<file path="src/rtl/t08_lcd_bus_ctrl.sv">
// 8080-style parallel LCD bus master: one command byte per request,
// followed by a programmable-length stream of write or read beats.
module t08_lcd_bus_ctrl #(
  parameter int BUS_W      = 8,
  parameter int LEN_W      = 18,
  parameter int WR_LOW     = 1,
  parameter int WR_HIGH    = 1,
  parameter int RD_LOW     = 4,
  parameter int RD_HIGH    = 2,
  parameter int DUMMY_READ = 1
) (
  input  logic             clk,
  input  logic             nrst,
  input  logic             req_valid,
  output logic             req_ready,
  input  logic [7:0]       req_cmd,
  input  logic [LEN_W-1:0] req_len,
  input  logic             req_read,
  input  logic [BUS_W-1:0] wdata,
  input  logic             wdata_valid,
  output logic             wdata_ready,
  output logic [BUS_W-1:0] rdata,
  output logic             rdata_valid,
  input  logic [BUS_W-1:0] bus_in,
  output logic [BUS_W-1:0] bus_out,
  output logic             bus_oe,
  output logic             csx,
  output logic             dcx,
  output logic             wrx,
  output logic             rdx,
  output logic             busy,
  output logic             done
);

  localparam int TW = 8;
  localparam logic [TW-1:0] WL_T = TW'(WR_LOW - 1);
  localparam logic [TW-1:0] WH_T = TW'(WR_HIGH - 1);
  localparam logic [TW-1:0] RL_T = TW'(RD_LOW - 1);
  localparam logic [TW-1:0] RH_T = TW'(RD_HIGH - 1);

  typedef enum logic [3:0] {
    S_IDLE, S_CMD_LO, S_CMD_HI, S_WAIT,
    S_WR_LO, S_WR_HI, S_RD_LO, S_RD_HI, S_DONE
  } state_e;

  state_e           state_q, state_d;
  logic [LEN_W-1:0] cnt_q, cnt_d;
  logic [TW-1:0]    tmr_q, tmr_d;
  logic             rd_q, rd_d;
  logic             dmy_q, dmy_d;
  logic             accept, wr_take, rd_smp;

  logic             csx_q, csx_d;
  logic             dcx_q, dcx_d;
  logic             wrx_q, wrx_d;
  logic             rdx_q, rdx_d;
  logic             oe_q, oe_d;
  logic             busy_q, busy_d;
  logic             done_q, done_d;
  logic             rrdy_q, rrdy_d;
  logic             wrdy_q, wrdy_d;
  logic             rdv_q, rdv_d;
  logic [BUS_W-1:0] bout_q, bout_d;
  logic [BUS_W-1:0] rdat_q, rdat_d;

  always_ff @(posedge clk) begin
    if (!nrst) begin
      state_q <= S_IDLE;
      cnt_q   <= '0;
      tmr_q   <= '0;
      rd_q    <= 1'b0;
      dmy_q   <= 1'b0;
      csx_q   <= 1'b1;
      dcx_q   <= 1'b1;
      wrx_q   <= 1'b1;
      rdx_q   <= 1'b1;
      oe_q    <= 1'b0;
      busy_q  <= 1'b0;
      done_q  <= 1'b0;
      rrdy_q  <= 1'b1;
      wrdy_q  <= 1'b0;
      rdv_q   <= 1'b0;
      bout_q  <= '0;
      rdat_q  <= '0;
    end else begin
      state_q <= state_d;
      cnt_q   <= cnt_d;
      tmr_q   <= tmr_d;
      rd_q    <= rd_d;
      dmy_q   <= dmy_d;
      csx_q   <= csx_d;
      dcx_q   <= dcx_d;
      wrx_q   <= wrx_d;
      rdx_q   <= rdx_d;
      oe_q    <= oe_d;
      busy_q  <= busy_d;
      done_q  <= done_d;
      rrdy_q  <= rrdy_d;
      wrdy_q  <= wrdy_d;
      rdv_q   <= rdv_d;
      bout_q  <= bout_d;
      rdat_q  <= rdat_d;
    end
  end

  // tmr_q counts cycles spent in the current strobe phase
  always_comb begin
    state_d = state_q;
    cnt_d   = cnt_q;
    tmr_d   = tmr_q + TW'(1);
    rd_d    = rd_q;
    dmy_d   = dmy_q;
    accept  = 1'b0;
    wr_take = 1'b0;
    rd_smp  = 1'b0;
    unique case (state_q)
      S_IDLE: begin
        tmr_d = '0;
        if (req_valid) begin
          accept  = 1'b1;
          state_d = S_CMD_LO;
          cnt_d   = req_len;
          rd_d    = req_read;
          dmy_d   = (DUMMY_READ != 0);
        end
      end
      S_CMD_LO: begin
        if (tmr_q == WL_T) begin
          tmr_d   = '0;
          state_d = S_CMD_HI;
        end
      end
      S_CMD_HI: begin
        if (tmr_q == WH_T) begin
          tmr_d = '0;
          if (cnt_q == '0)  state_d = S_DONE;
          else if (rd_q)    state_d = S_RD_LO;
          else              state_d = S_WAIT;
        end
      end
      S_WAIT: begin
        tmr_d = '0;
        if (wdata_valid) begin
          wr_take = 1'b1;
          cnt_d   = cnt_q - LEN_W'(1);
          state_d = S_WR_LO;
        end
      end
      S_WR_LO: begin
        if (tmr_q == WL_T) begin
          tmr_d   = '0;
          state_d = S_WR_HI;
        end
      end
      S_WR_HI: begin
        if (tmr_q == WH_T) begin
          tmr_d   = '0;
          state_d = (cnt_q == '0) ? S_DONE : S_WAIT;
        end
      end
      S_RD_LO: begin
        if (tmr_q == RL_T) begin
          tmr_d   = '0;
          rd_smp  = 1'b1;
          state_d = S_RD_HI;
          // the dummy beat is not part of the requested length
          if (dmy_q) dmy_d = 1'b0;
          else       cnt_d = cnt_q - LEN_W'(1);
        end
      end
      S_RD_HI: begin
        if (tmr_q == RH_T) begin
          tmr_d   = '0;
          state_d = (cnt_q == '0) ? S_DONE : S_RD_LO;
        end
      end
      S_DONE: begin
        tmr_d   = '0;
        state_d = S_IDLE;
      end
      default: begin
        tmr_d   = '0;
        state_d = S_IDLE;
      end
    endcase
  end

  always_comb begin
    csx_d  = (state_d == S_IDLE) || (state_d == S_DONE);
    dcx_d  = !((state_d == S_CMD_LO) || (state_d == S_CMD_HI));
    wrx_d  = !((state_d == S_CMD_LO) || (state_d == S_WR_LO));
    rdx_d  = (state_d != S_RD_LO);
    oe_d   = state_d inside {S_CMD_LO, S_CMD_HI, S_WAIT,
                             S_WR_LO, S_WR_HI};
    busy_d = !csx_d;
    done_d = (state_d == S_DONE);
    rrdy_d = (state_d == S_IDLE);
    wrdy_d = (state_d == S_WAIT);
    bout_d = bout_q;
    if (accept)       bout_d = BUS_W'(req_cmd);
    else if (wr_take) bout_d = wdata;
    rdat_d = rdat_q;
    rdv_d  = 1'b0;
    if (rd_smp && !dmy_q) begin
      rdat_d = bus_in;
      rdv_d  = 1'b1;
    end
  end

  assign req_ready   = rrdy_q;
  assign wdata_ready = wrdy_q;
  assign rdata       = rdat_q;
  assign rdata_valid = rdv_q;
  assign bus_out     = bout_q;
  assign bus_oe      = oe_q;
  assign csx         = csx_q;
  assign dcx         = dcx_q;
  assign wrx         = wrx_q;
  assign rdx         = rdx_q;
  assign busy        = busy_q;
  assign done        = done_q;

endmodule

</file>
<file path="config.mk">
export PLATFORM = sky130hd
export DESIGN_NAME = t08_lcd_bus_ctrl
export DESIGN_NICKNAME = d
export VERILOG_FILES = /design/src/rtl/t08_lcd_bus_ctrl.sv
export SDC_FILE = /design/constraint.sdc
export NUM_CORES = 1
export LEC_CHECK = 0
export BUFFER_PORTS_ARGS = -buffer_cell sky130_fd_sc_hd__buf_2
export CAP_MARGIN = 10
export CORE_ASPECT_RATIO = 0.5
export CORE_MARGIN = 2
export CORE_UTILIZATION = 40
export DETAILED_ROUTE_END_ITERATION = 10
export PLACE_DENSITY_LB_ADDON = 0.25
export SYNTH_ARGS = -nofsm -noshare
export SYNTH_HDL_FRONTEND = slang
export SYNTH_SLANG_ARGS = --single-unit
</file>
<file path="constraint.sdc">
create_clock -name clk -period 3.2 [get_ports clk]
set_input_delay 0.48 -clock clk [delete_from_list [all_inputs] [get_ports clk]]
set_output_delay 0.48 -clock clk [all_outputs]
set_load 0.03 [all_outputs]
</file>
==> results of run 1 <==
==> flip-flops by register name, summed over array words and instances (netlist names), 4 cells and up <==
register  flops
cnt_q        18
bus_out       8
rdata         8
tmr_q         8
state_q       4
==> layout by cell type (no fill, tap or decap), types with 5 or more instances in the layout <==
| cell | count |
|---|---|
| a211oi_1 | 16 |
| dfxtp_1 | 58 |
| buf_2 | 72 |
| nor3_1 | 9 |
| clkbuf_16 | 9 |
| mux2i_1 | 17 |
| nor2_1 | 57 |
| nor2b_1 | 5 |
| a21oi_1 | 23 |
| and3_1 | 6 |
| o21ai_0 | 18 |
| nand2_1 | 23 |
| nand3_1 | 11 |
| and2_1 | 6 |
| inv_1 | 9 |
| xor2_1 | 6 |
==> cells in the mapped netlist, types with 2 or more instances <==
master / number
a211oi_1: 16
a21o_1: 2
a21oi_1: 23
a22o_1: 2
a22oi_1: 2
a31oi_1: 4
a32oi_1: 2
a41oi_1: 3
and2_1: 6
and3_1: 6
buf_2: 7
clkbuf_1: 12
dfxtp_1: 58
ha_1: 4
inv_1: 9
mux2i_1: 17
nand2_1: 23
nand2b_1: 3
nand3_1: 11
nor2_1: 57
nor2b_1: 5
nor3_1: 9
nor3b_1: 2
nor4_4: 2
o2111ai_1: 2
o211a_1: 2
o211ai_1: 4
o21a_1: 2
o21ai_0: 18
o221a_2: 2
o22ai_1: 4
o31ai_1: 3
o32ai_1: 2
xnor2_1: 3
xor2_1: 6
==> worst max-delay path: stages, from the launching register on <==
cell	delay, ns
dfxtp_1	0.37
nor4_4	0.49
nand4_4	0.19
or4b_1	0.68
and3_4	0.25
and3_1	0.18
==> cell type report <==
class	count	area, um^2	share of cell area
Clock buffer	10	239	0.0636
Clock inverter	6	90.1	0.0240
Inverter	10	37.5	0.00998
Multi-Input combinational cell	270	1730	0.460
Sequential cell	58	1160	0.309
Tap cell	96	120	0.0319
Timing Repair Buffer	75	383	0.102
==> kinds of logic (layout without fill, tap and decap cells) <==
group           after synthesis  count (layout)  share of synthesized area
buf+inv                      31             101                     0.0462
flops                        58              58                      0.383
fa+ha+maj                     4               4                     0.0165
mux                          18              18                     0.0599
simple gates                142             142                      0.252
xor+xnor                      9               9                     0.0260
compound gates               97              97                      0.216
==> metal layers <==
layer	vias to the layer above	routed length, um	global-route usage
met5	-	0	0
met4	0	72	0.0687
met3	6	375	0.0611
met2	68	3130	0.296
met1	1277	3350	0.217
li1	1433	-	-
==> through the flow <==
stage / setup slack [ns] / power [uW] / instances / area, um^2
6_report: 0.932 / 3490 / 525 / 3760
5_1_grt: 0.626 / 3730 / 525 / 3760
4_1_cts: 0.933 / 3510 / 525 / 3760
3_5_place_dp: 0.955 / 2450 / 509 / 3430
3_3_place_gp: 0.984 / 2440 / 509 / 3430
2_1_floorplan: 1.18 / 2160 / 359 / 3030
==> power by group <==
part           switching, uW  total (uW)  internal (uW)
registers                174        1070            893
logic                    852        1380            531
clock network            335        1040            702
total                   1360        3490           2130
==> worst paths after layout <==
path	start	slack (ns)	endpoint
max	cnt_q[8]	0.93	wdata_ready
min	bus_in[5]	0.38	rdata[5]
min reg2reg	rdata[1]	0.49	rdata[1]
max reg2reg	cnt_q[8]	0.93	wdata_ready
==> Flow_metrics.wiki, run 1 <==
{| class="wikitable"
! Metric !! Value
|-
| Run status || completed
|-
| Worst relative slew slack || 0.470
|-
| Final hold viol count || 0
|-
| Post-CTS setup buffers || 0
|-
| Share of layout cells above drive strength 1 || 0.259
|-
| Final sum of negative setup slack || 0 ns
|-
| Final estimated routing congestion in global placement || 0.815
|-
| Clock Tree Buf Depth || 2
|-
| Area of the mapped netlist || 3030 um^2
|-
| Number of diodes added for antenna fixing || 0
|-
| Clock Sinks || 58
|-
| Layout Area Growth over Synthesis || 24.1%
|-
| Count of nets left with antenna violations after detail routing || 0
|-
| Kind of critical path || reg -> reg
|-
| Maximum fanout encountered on the critical timing path || 6
|-
| Clock insertion delay at the later pin of the skew report || 0.33 ns
|-
| Clock tree from TritonCTS || done
|-
| Die Y || 65.5 um
|-
| Instance count of the mapped netlist || 359
|-
| Die span in x || 127 um
|-
| Static leakage || 0.00156 uW
|-
| CTS clk-pin slew, worst paths || 0.05 ns
|-
| WP data required || 3.42 ns
|-
| Post-synth EDFFs || 0
|-
| Startpoint class of the critical path || flop
|-
| Avg Inst Size Synth || 8.44 um^2
|-
| FILL cells || 706
|-
| Final Hold Slack || 0.381 ns
|-
| Period utilization || 0.709
|-
| Syn. warnings || 0
|-
| Sum of overflow across all layers after global routing || 0
|-
| Sequential cell area fraction in the yosys report || 0.383
|-
| Highest clock frequency the design can meet || 441 MHz
|-
| Vias in the first global route || 2,579
|-
| Distinct cell type count of the synthesized netlist || 61
|-
| Nets || 475
|-
| Cell accounting for the most synthesized area || dfxtp_1
|-
| Data arrival time of the worst path || 2.49 ns
|-
| Hpwl dp || 4820 um
|-
| Detailed-route via count || 2,784
|-
| Initial standard-cell utilization of the core || 0.414
|-
| GRT Overall Usage || 0.179
|-
| Largest net degree at the start of global routing || 26
|-
| Minimum clock period after layout || 2.27 ns
|-
| Top-area cell type share of the netlist area || 0.383
|-
| Number of violations of the max-capacitance limit || 0
|-
| Post-layout utilization of the core || 0.514
|-
| Final number of max-transition violations || 0
|-
| Pre-Repair DR Iteration Count || 4
|-
| First-pass GRT wire length || 11,700 um
|-
| Number of buffers created by CTS || 9
|-
| I/O pin count || 73
|-
| Count of endpoints failing setup in the final report || 0
|-
| Post-Syn Nets || 410
|-
| Root buf cell || clkbuf_16
|-
| Routed wire length || 6930 um
|-
| Skew final || 0.00796 ns
|-
| Level count of the clock H-tree || 3
|-
| Crit. End Element || flop
|-
| Full die area || 8330 um^2
|-
| Cell row count || 22
|-
| Count of cells along the worst hold path || 3
|-
| Hold Path Class || in -> reg
|-
| Ratio of routed vias to standard cells || 5.30
|-
| Flop and latch count out of synthesis || 58
|-
| RSZ-0062 raised after global routing || false
|-
| Share of synthesized registers carrying an async set or reset || 0
|-
| Initial drt markers || 257
|-
| Depth of the most critical reg-to-reg path || 5
|-
| Antenna violations before repair || 0
|-
| Worst Tran Pin Value || 0.793 ns
|-
| Post-cts sizing count || 0
|-
| DRC violation count after routing || 0
|-
| Number of hold-repair buffers added at the cts stage || 0
|-
| Top cells by area, synth || dfxtp_1 (38%), nor2_1 (7.1%), mux2i_1 (5.6%)
|-
| WL/cell || 13.2 um
|-
| Worst IR drop on VDD || 0.378 mV
|-
| Core area || 7320 um^2
|-
| Count of buffers from port buffering || 72
|-
| Total power per unit cell area || 928 nW/um^2
|-
| Flip-flop cell with the highest count after synthesis || dfxtp_1
|}
Note: power is estimated with default switching activity, not from simulation.
==> inputs of run 2 (changes only) <==
clock period = 2.04 ns   (was 3.2 ns; I/O delays follow)
==> run 2 against run 1 <==
Fmax up 14%. Largest power group unchanged. Critical endpoint unchanged. Sequential share of layout area decreased by 2.5 points. Routed wire length rose by 8.7%. Clock power rose by 31%. Utilization rose by 4.8 points. Largest cell class unchanged.
==> Flow_metrics.wiki, run 2 (synthesis results as in run 1) <==
{| class="wikitable"
! Metric !! Value
|-
| Ratio of routed vias to standard cells || 5.22 (-1.6%)
|-
| Highest clock frequency the design can meet || 502 MHz (+14%)
|-
| Area of placed instances || 3690 um^2 (+7.5%)
|-
| Sum of overflow across all layers after global routing || 0 (unchanged)
|-
| Static leakage || 0.00173 uW (+11%)
|-
| Skew final || 0.00529 ns (-0.00267 ns)
|-
| Routing layer with the top usage in global route || met2
|-
| Worst-path cell with the longest stage delay || or4b_4
|-
| Final total power || 5820 uW (+67%)
|-
| Die span in x || 127 um (unchanged)
|-
| Number of diodes added for antenna fixing || 0 (unchanged)
|-
| Hpwl dp || 5130 um (+6.5%)
|-
| Die Y || 65.5 um (unchanged)
|-
| Number of cells after detailed placement || 540 (+6.1%)
|-
| Number of buffers created by CTS || 9 (unchanged)
|-
| Worst Tran Pin Value || 0.650 ns (-0.142 ns)
|-
| CTS clk-pin slew, worst paths || 0.05 ns (about the same)
|-
| Crit. End Element || flop
|-
| Most frequent cells in the layout || buf_2 (72), nor2_1 (57), dfxtp_1 (53)
|-
| RSZ-0062 raised after global routing || true
|-
| Count of endpoints failing setup in the final report || 0 (unchanged)
|-
| Largest net degree at the start of global routing || 37 (+42%)
|-
| Hold Path Class || in -> reg
|-
| Initial drt markers || 260 (+1.2%)
|-
| Pre-Repair DR Iteration Count || 4 (unchanged)
|-
| Maximum single-stage delay on the critical path || 0.58 ns (-0.10 ns)
|-
| Data arrival time of the worst path || 2.22 ns (-0.27 ns)
|-
| GR Util met1 || 0.244 (+0.0264)
|-
| Share of layout cells above drive strength 1 || 0.353 (+0.0947)
|-
| GR Util met2 || 0.293 (-0.00269)
|-
| First-pass GRT wire length || 12,200 um (+4.1%)
|-
| Routed wire length || 7540 um (+8.7%)
|-
| Root buf cell || clkbuf_16
|-
| Full die area || 8330 um^2 (unchanged)
|-
| Nets || 510 (+7.4%)
|-
| Vias in the first global route || 2,631 (+2.0%)
|-
| Count of nets left with antenna violations after detail routing || 0 (unchanged)
|-
| Core area || 7320 um^2 (unchanged)
|-
| Antenna violations before repair || 0 (unchanged)
|-
| Finished layout cell area || 4110 um^2 (+9.3%)
|-
| Worst IR drop on VDD || 0.595 mV (+57%)
|-
| Cell row count || 22 (unchanged)
|-
| Chain of cells forming the critical path || nor4_4 > buf_4 > nand4_4 > or4b_4 > and3_4 > and3_1
|-
| GRT Overall Usage || 0.186 (+0.00694)
|-
| I/O pin count || 73 (unchanged)
|-
| Kind of critical path || reg -> reg
|-
| Number of violations of the max-capacitance limit || 0 (unchanged)
|-
| Level count of the clock H-tree || 3 (unchanged)
|-
| Leading cell type in the layout, fill and taps excluded || buf_2
|-
| Final hold viol count || 0 (unchanged)
|-
| Detailed-route via count || 2,923 (+5.0%)
|-
| Final estimated routing congestion in global placement || 0.888 (+8.9%)
|-
| Clock tree from TritonCTS || done
|-
| Final number of max-transition violations || 0 (unchanged)
|-
| Minimum clock period after layout || 1.99 ns (-0.274 ns)
|-
| Biggest register || cnt_q
|-
| Maximum fanout encountered on the critical timing path || 6 (unchanged)
|-
| Largest register FFs || 18 (unchanged)
|-
| Worst relative slew slack || 0.566 (+0.0957)
|-
| Period utilization || 0.977 (+0.269)
|-
| Layout Area Growth over Synthesis || 35.6%
|-
| Run status || completed
|-
| Number of standard cells in the final layout excluding fillers || 560 (+6.7%)
|-
| WL/cell || 13.5 um (+1.9%)
|-
| Initial standard-cell utilization of the core || 0.414 (unchanged)
|-
| WP data required || 2.27 ns (-1.15 ns)
|-
| Startpoint class of the critical path || flop
|-
| DRC violation count after routing || 0 (unchanged)
|-
| Fraction of met3 tracks used by global routing || 0.0619 (+0.000814)
|-
| Total power per unit cell area || 1420 nW/um^2 (+53%)
|-
| Clock insertion delay at the later pin of the skew report || 0.33 ns (about the same)
|-
| Clock Sinks || 58 (unchanged)
|-
| Count of buffers from port buffering || 72 (unchanged)
|-
| Clock Tree Buf Depth || 2 (unchanged)
|}
==> run 2: cell count changes in the layout (fill, tap and decap cells not counted), moves of 2 or more <==
cell,change
dfxtp_2,+5
bufinv_16,-2
nand3_4,+2
nor3_1,-2
clkinvlp_4,+2
buf_12,+2
inv_2,+2
clkinv_2,+2
dfxtp_1,-5
buf_4,+32
nand3_1,-2
inv_1,-2
==> run 2: final cells by class <==
class,count,area (um^2)
timing repair buffer,110,674
sequential,58,1170
fill,710,3210
clock inverter,7,46.3
clock buffer,9,225
inverter,10,37.5
multi-input combinational,270,1840
tap,96,120
==> run 2: power breakdown <==
group,internal [uW],switching (uW),total [uW]
clock network,814,546,1360
registers,1410,207,1610
logic,1260,1590,2850
==> run 2: final timing paths <==
kind	from	to	slack [ns]	cells after the start
setup reg to reg	cnt_q[13]	wdata_ready	0.05	6
hold / removal	bus_in[5]	rdata[5]	0.21	3
setup / recovery	cnt_q[13]	wdata_ready	0.05	6
hold reg to reg	tmr_q[0]	tmr_q[0]	0.47	1
==> run 2: critical path: cells and delay by family, from the launching register on <==
kind	cells	cell delay, ns
AND/OR/NAND/NOR	5	1.37
flip-flops	1	0.34
buffers and inverters	1	0.16
==> run 2: metrics by stage <==
stage / hold slack (ns) / setup TNS (ns) / setup WS [ns] / utilization
after global routing: 0.237 / -0.0718 / -0.0289 / 0.561
after floorplan: 0.444 / 0 / 0.0244 / -
after global placement: 0.470 / 0 / 0.0429 / 0.504
final: 0.208 / 0 / 0.0461 / 0.561
after CTS: 0.203 / 0 / 0.0161 / 0.542
after detailed placement: 0.485 / -0.0125 / -0.0125 / 0.504
==> run 2: routing by layer <==
metal / part of all wire / vias up
met5: 0 / -
met4: 0.012 / 0
met3: 0.044 / 7
met2: 0.44 / 64
met1: 0.50 / 1351
li1: - / 1501
==> run 2: repair_timing <==
item,in CTS,in global routing
hold buffers,0,0
setup buffers,0,4
setup endpoints to repair,1,9
resized for setup,2,24
hold endpoints to repair,0,0
pin swaps,1,11
==> inputs of run 3 (changes only) <==
CAP_MARGIN = 30   (was 10)
PLACE_DENSITY_LB_ADDON = 0.15   (was 0.25)
==> run 3 against run 2 <==
First-iteration DRC count down 28%. Power up 7.8%. Largest cell class unchanged. Die area unchanged. Sequential power up 2%. Non-clock buffer count up 4. Final cell count up 0.71%. Register-to-register slack about the same. Utilization up 1.3 points. Critical path type unchanged. Worst hold slack better by 0.0029 ns. Critical path depth unchanged.
==> Flow_metrics.wiki, run 3 (synthesis results as in run 1) <==
{| class="wikitable"
! Metric !! Value
|-
| Net switching share of the total power || 0.373 (-0.0297)
|-
| Final sum of negative setup slack || 0 ns (unchanged)
|-
| Count of endpoints failing setup in the final report || 0 (unchanged)
|-
| Core area || 7320 um^2 (unchanged)
|-
| Static leakage || 0.00178 uW (+2.8%)
|-
| Combinational cell fraction of total power || 0.456 (-0.034)
|-
| Layout Area Growth over Synthesis || 38.7%
|-
| CTS clk-pin slew, worst paths || 0.05 ns (about the same)
|-
| Routed wire length || 8170 um (+8.4%)
|-
| Run status || completed
|-
| First-pass GRT wire length || 13,400 um (+10%)
|-
| Largest net degree at the start of global routing || 37 (unchanged)
|-
| Clock Sinks || 58 (unchanged)
|-
| Initial standard-cell utilization of the core || 0.414 (unchanged)
|-
| Final number of max-transition violations || 0 (unchanged)
|-
| Total power per unit cell area || 1490 nW/um^2 (+5.4%)
|-
| Highest clock frequency the design can meet || 499 MHz (-0.58%)
|-
| DRC violation count after routing || 0 (unchanged)
|-
| Data arrival time of the worst path || 2.23 ns (about the same)
|-
| Largest register FFs || 18 (unchanged)
|-
| Share of layout cells above drive strength 1 || 0.357 (+0.00339)
|-
| Kind of critical path || reg -> reg
|-
| Startpoint class of the critical path || flop
|-
| Clock tree from TritonCTS || done
|-
| Multi-input logic area || 1820 um^2 (-1.0%)
|-
| Clock Tree Buf Depth || 2 (unchanged)
|-
| Hold Path Class || in -> reg
|-
| Die span in x || 127 um (unchanged)
|-
| Detailed-route via count || 3,038 (+3.9%)
|-
| FILL cells || 657 (-7.5%)
|-
| Proportion of power drawn by flip-flops and latches || 0.262 (-0.015)
|-
| Pre-Repair DR Iteration Count || 4 (unchanged)
|-
| Die Y || 65.5 um (unchanged)
|-
| Power spent charging and discharging nets || 2340 uW (-0.15%)
|-
| Full die area || 8330 um^2 (unchanged)
|-
| Initial drt markers || 188 (-28%)
|-
| Worst relative slew slack || 0.544 (-0.0224)
|-
| Root buf cell || clkbuf_16
|-
| RSZ-0062 raised after global routing || true
|-
| Number of diodes added for antenna fixing || 0 (unchanged)
|-
| Ratio of routed vias to standard cells || 5.39 (+3.2%)
|-
| GRT Overall Usage || 0.204 (+0.0189)
|-
| Most frequent cells in the layout || buf_2 (72), nor2_1 (56), dfxtp_1 (55)
|-
| Cell row count || 22 (unchanged)
|-
| R2R setup slack || 0.03 ns (about the same)
|-
| Final hold viol count || 0 (unchanged)
|-
| Final total power || 6280 uW (+7.8%)
|-
| Worst Tran Pin Value || 0.684 ns (+0.0335 ns)
|-
| Count of nets left with antenna violations after detail routing || 0 (unchanged)
|-
| Biggest register || cnt_q
|-
| Number of buffers created by CTS || 9 (unchanged)
|-
| Leading cell type in the layout, fill and taps excluded || buf_2
|-
| I/O pin count || 73 (unchanged)
|-
| Worst IR drop on VDD || 0.506 mV (-15%)
|-
| Clock power frac || 0.282 (+0.048)
|-
| Sequential cell area || 1170 um^2 (unchanged)
|-
| WP data required || 2.26 ns (about the same)
|-
| Maximum fanout encountered on the critical timing path || 6 (unchanged)
|-
| Number of violations of the max-capacitance limit || 0 (unchanged)
|-
| Count of cells along the worst hold path || 3 (unchanged)
|-
| Crit. End Element || flop
|-
| Clock insertion delay at the later pin of the skew report || 0.33 ns (about the same)
|-
| Skew final || 0.00540 ns (+0.000110 ns)
|-
| Hpwl dp || 5750 um (+12%)
|-
| Vias in the first global route || 2,986 (+13%)
|-
| Depth of the most critical reg-to-reg path || 6 (unchanged)
|-
| Period utilization || 0.983 (+0.00571)
|-
| Minimum clock period after layout || 2.01 ns (+0.0116 ns)
|-
| Antenna violations before repair || 0 (unchanged)
|-
| Level count of the clock H-tree || 3 (unchanged)
|-
| WL/cell || 14.5 um (+7.6%)
|-
| Nets || 514 (+0.78%)
|-
| Internal power || 3930 uW (+13%)
|-
| Final estimated routing congestion in global placement || 0.874 (-1.6%)
|-
| Sum of overflow across all layers after global routing || 0 (unchanged)
|-
| Count of buffers from port buffering || 72 (unchanged)
|}
run 3: cell count changes in the layout (fill, tap and decap cells not counted), sizes merged:
| cell | before | now |
|---|---|---|
| bufinv | 0 | 3 |
| clkinv | 5 | 1 |
| clkbuf | 9 | 12 |
| clkinvlp | 3 | 1 |
| buf | 110 | 114 |
run 3: repair_timing:
action / in CTS / in global routing
hold buffers: 0 / 0
resized for setup: 1 / 24
setup endpoints to repair: 4 / 21
pin swaps: 2 / 11
setup buffers: 2 / 5
run 3: worst max-delay path, cell delays in order (launching register included):
cell	delay, ns
dfxtp_4	0.35
nor4_4	0.25
buf_4	0.17
nand4_4	0.19
or4b_4	0.58
and3_4	0.21
a21o_1	0.15
run 3: routing by layer:
layer  up-vias  share of wire  global-route usage
li1       1507              -                   -
met3        12          0.046              0.0594
met2        80           0.48               0.356
met4         0          0.013              0.0824
met5         -              0                   0
met1      1439           0.46               0.241
run 3: power by group through the flow:
stage | combinational (uW) | clock (uW) | sequential [uW]
detailed placement | 2650 | 0 | 1640
CTS | 2690 | 1810 | 1620
floorplan | 1570 | 0 | 1810
global placement | 2590 | 0 | 1630
finish | 2860 | 1770 | 1650
global route | 3140 | 1870 | 1680
run 3: area by class of cell:
class	instances	share of cell area
multi-input combinational	270	0.433
sequential	58	0.278
timing repair buffer	114	0.168
clock buffer	12	0.0610
tap	96	0.0286
clock inverter	4	0.0232
inverter	10	0.00893
run 3: worst paths after layout:
kind             start  endpoint
max           cnt_q[7]    bus_oe
min          bus_in[3]  rdata[3]
max reg2reg   cnt_q[7]    bus_oe
min reg2reg   rdata[0]  rdata[0]
run 3: through the flow:
step	hold WS [ns]	area [um^2]	instances	utilization	worst slack [ns]
after floorplan	0.444	3030	359	-	0.0244
after global placement	0.468	3700	541	0.505	0.0691
after detailed placement	0.484	3700	541	0.505	-0.0423
after CTS	0.206	4070	559	0.556	0.00382
after global routing	0.215	4200	564	0.574	-0.0479
final	0.211	4200	564	0.574	0.0344
